==> config.mk <==
export PLATFORM = sky130hd
export DESIGN_NAME = ascii_serializer
export DESIGN_NICKNAME = d
export VERILOG_FILES = /design/src/rtl/ascii_pkg.sv /design/src/rtl/ascii_shift_reg.sv /design/src/rtl/ascii_serializer.sv
export SDC_FILE = /design/constraint.sdc
export NUM_CORES = 1
export LEC_CHECK = 0
export BUFFER_PORTS_ARGS = -buffer_cell sky130_fd_sc_hd__buf_2
export CAP_MARGIN = 0
export CORE_ASPECT_RATIO = 1.1
export CORE_MARGIN = 3
export CORE_UTILIZATION = 38
export CTS_CLUSTER_DIAMETER = 60
export DETAILED_ROUTE_END_ITERATION = 7
export PLACE_DENSITY = 0.56
export SLEW_MARGIN = 10
export SYNTH_ARGS = -nofsm -noshare
export SYNTH_HDL_FRONTEND = slang
export SYNTH_SLANG_ARGS = --single-unit
==> constraint.sdc <==
create_clock -name clk -period 6.05 [get_ports clk]
set_clock_uncertainty 0.15 [all_clocks]
set_input_delay 0.3025 -clock clk [delete_from_list [all_inputs] [get_ports clk]]
set_output_delay 0.3025 -clock clk [all_outputs]
set_load 0.005 [all_outputs]
==> src/rtl/ascii_pkg.sv <==
// Shared console definitions: serializer state encoding and ASCII constants.
package ascii_pkg;
    localparam logic [1:0] ST_IDLE = 2'd0;
    localparam logic [1:0] ST_SEND = 2'd1;
    localparam logic [1:0] ST_DONE = 2'd2;
    localparam logic [7:0] ASCII_NUL = 8'h00;
endpackage

==> src/rtl/ascii_shift_reg.sv <==
// Byte-wide message shift register.
// Exposes the leading char and a flag that says every later byte is NUL.
module ascii_shift_reg
    import ascii_pkg::*;
#(
    parameter int MSG_BYTES = 24
) (
    input  logic                   clk,
    input  logic                   rst_n,
    input  logic                   load_i,
    input  logic                   shift_i,
    input  logic [8*MSG_BYTES-1:0] data_i,
    output logic [7:0]             top_o,
    output logic                   rest_zero_o
);
    logic [8*MSG_BYTES-1:0] sh_q, sh_d;

    // Shifting pulls NULs in at the bottom, so rest_zero stays meaningful.
    always_comb begin
        sh_d = sh_q;
        if (load_i)
            sh_d = data_i;
        else if (shift_i)
            sh_d = {sh_q[8*MSG_BYTES-9:0], ASCII_NUL};
    end

    always_ff @(posedge clk or negedge rst_n) begin
        if (!rst_n)
            sh_q <= '0;
        else
            sh_q <= sh_d;
    end

    assign top_o       = sh_q[8*MSG_BYTES-1 -: 8];
    assign rest_zero_o = (sh_q[8*MSG_BYTES-9:0] == '0);
endmodule

==> src/rtl/ascii_serializer.sv <==
// Streams a fixed-length ASCII message onto a valid/ready char sink,
// optionally dropping NULs and ending once only NULs remain.
module ascii_serializer
    import ascii_pkg::*;
#(
    parameter int MSG_BYTES = 24,
    parameter bit SKIP_NUL  = 1'b1,
    localparam int CNT_W    = $clog2(MSG_BYTES),
    localparam int SC_W     = $clog2(MSG_BYTES + 1)
) (
    input  logic                   clk,
    input  logic                   rst_n,
    input  logic                   start,
    input  logic                   abort,
    input  logic [8*MSG_BYTES-1:0] msg,
    output logic                   char_valid,
    output logic [7:0]             char_data,
    output logic                   char_last,
    input  logic                   char_ready,
    output logic                   busy,
    output logic                   done,
    output logic [SC_W-1:0]        sent_count
);
    logic [1:0]      state_q, state_d;
    logic [CNT_W-1:0] cnt_q, cnt_d;
    logic [SC_W-1:0] sent_q, sent_d;
    logic [7:0]      top;
    logic            rest_zero;
    logic            in_send, skip, xfer, advance, fin, load, shift;

    assign in_send = (state_q == ST_SEND);
    assign skip    = in_send && SKIP_NUL && (top == ASCII_NUL);
    assign xfer    = in_send && !skip && char_ready;
    assign advance = skip || xfer;
    assign fin     = (cnt_q == '0) || (SKIP_NUL && rest_zero);
    assign load    = (state_q == ST_IDLE) && start && !abort;
    assign shift   = advance && !abort;

    ascii_shift_reg #(
        .MSG_BYTES(MSG_BYTES)
    ) u_sh (
        .clk        (clk),
        .rst_n      (rst_n),
        .load_i     (load),
        .shift_i    (shift),
        .data_i     (msg),
        .top_o      (top),
        .rest_zero_o(rest_zero)
    );

    always_comb begin
        state_d = state_q;
        cnt_d   = cnt_q;
        sent_d  = sent_q;
        case (state_q)
            ST_IDLE: begin
                if (start) begin
                    state_d = ST_SEND;
                    cnt_d   = CNT_W'(MSG_BYTES - 1);
                    sent_d  = '0;
                end
            end
            ST_SEND: begin
                if (advance) begin
                    if (cnt_q != '0)
                        cnt_d = cnt_q - CNT_W'(1);
                    if (xfer)
                        sent_d = sent_q + SC_W'(1);
                    if (fin)
                        state_d = ST_DONE;
                end
            end
            ST_DONE: state_d = ST_IDLE;
            default: state_d = ST_IDLE;
        endcase
        // Abort wins over everything; the count keeps what was already sent.
        if (abort) begin
            state_d = ST_IDLE;
            cnt_d   = cnt_q;
            sent_d  = sent_q;
        end
    end

    always_ff @(posedge clk or negedge rst_n) begin
        if (!rst_n) begin
            state_q <= ST_IDLE;
            cnt_q   <= '0;
            sent_q  <= '0;
        end else begin
            state_q <= state_d;
            cnt_q   <= cnt_d;
            sent_q  <= sent_d;
        end
    end

    assign char_valid = in_send && !skip;
    assign char_data  = in_send ? top : '0;
    assign char_last  = in_send && fin;
    assign busy       = (state_q != ST_IDLE);
    assign done       = (state_q == ST_DONE);
    assign sent_count = sent_q;
endmodule

==> qor.csv <==
stage,metric,value,unit
global_route,grt_util_all_layers,0.210,
drt,vias_per_cell,5.04,
global_route,overflow,0,
die,die_w,161,µm
die,rows,61,
clocking,h-tree-depth,1,
worst_setup_path,cp-end-kind,register,
run,cap_violations,0,
finish,syn2layout_area_growth,39.1,%
finish,fin_nets,1559,
die,core-area,25600,µm²
clocking,cts.clk_slew.worst_paths,0.05,ns
die,ios,214,
worst_setup_path,crit_chain,"nor2b_1, and3_4, buf_12, mux2i_1, o21ai_1",
drt,antenna_left,0,
finish,fillCellCount,2257,
clocking,cts_sinks,204,
global_route,first_global_vias,9052,
timing,slew_headroom,0.348,
hold_path,min_to,cnt_q[4],
pwr,p_total,0.00451,W
timing,period_needed,3.43,ns
worst_setup_path,crit_arrival,3.64,ns
pwr,vdd_drop_max,0.174,mV
drt,drt_iter0_markers,580,
drt,vias,8679,
timing,finalSetupViolations,0,
synth,syn-num-nets,1181,
place,dp.cells,1483,
timing,fin_setup_tns,0,ns
synth,syn_area,10000,µm²
hold_path,min_path_cells,3,
drt,wire_per_inst,17.4,µm
die,start_util,0.391,
timing,worst_slew_pin_slew,0.976,ns
place,place_congestion,0.825,
drt,firstDrtPassIters,5,
pwr,power.density,324,nW/µm²
timing,hold_violations,0,
drt,routed_wl,29900,µm
finish,instances_no_fill,1721,
pwr,leakage,5.80,nW
worst_setup_path,reg2reg_to,u_sh.sh_q[27],
finish,multi_input_area,4400,µm²
clocking,tritoncts,yes,
timing,timing.final.crit_share,0.568,
synth,seq_area_frac_synth,0.511,
drt,routed-wl-met2,14500,µm
synth,async_flop_share,1.00,
drt,highest_layer,met5,
synth,ys_types,36,
drt,m1WireLength,13400,µm
global_route,antenna_found_initial,1,
worst_setup_path,path_class,register to register,
worst_setup_path,critPathLaunchType,register,
synth,syn_area_per_cell,10.2,µm²
drt,route.met3.wl,1230,µm
timing,fmax,291,MHz
finish,mostFrequentLayoutCell,buf_2,
worst_setup_path,critPathMaxFanout,117,
synth,ys_ff_latch,204,
die,die_y,176,µm
place,io_buffer_count,213,
clocking,max-clock-path-buffers,3,
place,post-dp-hpwl,19200,µm
outcome,outcome,"complete, no violations",
finish,final_cell_mix,"212 x buf_2, 208 x nand2_1, 204 x dfrtp_1, 194 x dlygate4sd3_1, 185 x mux2i_1",
worst_setup_path,reg2regPathDepth,5,
global_route,grt_pass1_wl,48400,µm
clocking,clock_latency,0.52,ns
finish,n_antenna_cell,0,
synth,syn_inst,981,
die,die_area,28300,µm²
worst_setup_path,reg2reg_slack,2.62,ns
synth,synth_enable_flop_cells,0,
hold_path,hp-class,input pin to register,
clocking,root_buffer,clkbuf_16,
clocking,cts_made_buffers,26,
worst_setup_path,max_stage_delay,0.82,ns
timing,rsz0062_at_grt,false,
finish,drive_gt1_frac,0.196,
worst_setup_path,worst-path-buf-inv,1,
worst_setup_path,r2r-start,state_q[1],
hold_path,hold_start,start,
global_route,grt_max_degree,203,
worst_setup_path,path_delay_family,simple AND/OR/NAND/NOR gates,
timing,final_max_slew_viol_count,0,
finish,seq_area,5100,µm²
synth,synth_warnings,0,
worst_setup_path,crit_slowest_cell,and3_4,
drt,drc_errors,0,
synth,synth-main-ff-cell,dfrtp_1,
worst_setup_path,critPathRequiredTime,6.26,ns
==> metrics by stage <==
stage | setup WS (ns) | area [µm²] | hold slack [ns] | utilization
6_report | 2.62 | 13900 | 0.0273 | 0.544
5_1_grt | 2.37 | 13900 | 0.0350 | 0.544
4_1_cts | 2.66 | 13900 | 0.00379 | 0.544
3_5_place_dp | 2.70 | 11100 | 0.288 | 0.435
3_3_place_gp | 2.77 | 11100 | 0.289 | 0.435
2_1_floorplan | 3.86 | 10000 | -0.143 | -
==> power breakdown <==
group | total [W] | switching, W | internal (W)
clock | 0.00153 | 0.000598 | 0.000930
combinational | 0.000881 | 0.000420 | 0.000461
sequential | 0.00209 | 0.000365 | 0.00173
total | 0.00451 | 0.00138 | 0.00312
==> what timing repair did <==
item	in CTS	in global routing
hold endpoints to repair	283	0
buffers inserted	0	0
resized for setup	0	0
hold buffers	194	0
==> layout make-up <==
class	count	share of cell area
Tap cell	346	0.0311
Multi-Input combinational cell	708	0.316
Clock inverter	8	0.00612
Sequential cell	204	0.367
Timing Repair Buffer	415	0.223
Inverter	4	0.00108
Clock buffer	36	0.0553
==> registers in the layout, indices dropped and copies added, names as in the netlist <==
| name | cells |
|---|---|
| u_sh.sh_q | 192 |
| cnt_q | 5 |
| state_q | 2 |
| sent_count | 5 |
==> metal layers <==
metal  vias up  track usage
li1       4242            -
met1      4173        0.283
met2       215        0.357
met3        47       0.0282
met4         2       0.0568
met5         -            0
==> worst min-delay path, cell delays in order <==
cell and delay, ns:
buf_2 0.12, nand2b_1 0.14, a21oi_1 0.09
==> cells by family after synthesis <==
kind of cell	synth area share
muxes	0.189
and+or+nand+nor	0.137
xor gates and xnor gates	0.00175
DFF	0.511
adders and majority gates	0.00376
buffers and inverters	0.0503
AOI/OAI and AO/OA	0.108
==> how the worst max path moves through the flow <==
stage | startpoint | to | slack (ns) | cells past startpoint
floorplan | cnt_q[0] | cnt_q[0] | 3.86 | 7
global placement | state_q[1] | u_sh.sh_q[34] | 2.77 | 5
detailed placement | state_q[1] | u_sh.sh_q[34] | 2.70 | 5
CTS | state_q[1] | u_sh.sh_q[27] | 2.66 | 5
global route | state_q[1] | u_sh.sh_q[76] | 2.37 | 5
finish | state_q[1] | u_sh.sh_q[27] | 2.62 | 5
==> synthesized netlist by cell type (4+ instances only) <==
cell        n  share of area
a21oi_1     4         0.0020
and2_1     10         0.0063
buf_2       7         0.0035
buf_8      17          0.026
clkbuf_1   37          0.014
dfrtp_1   204           0.51
inv_1       4         0.0015
mux2i_1   185           0.19
nand2_1   208          0.078
nand3_1     4         0.0020
nand4_1    13         0.0081
nor2_1      6         0.0023
nor4_1     51          0.032
o21ai_0    26          0.013
o21ai_1   171          0.086
(Power assumes the default switching activity.)
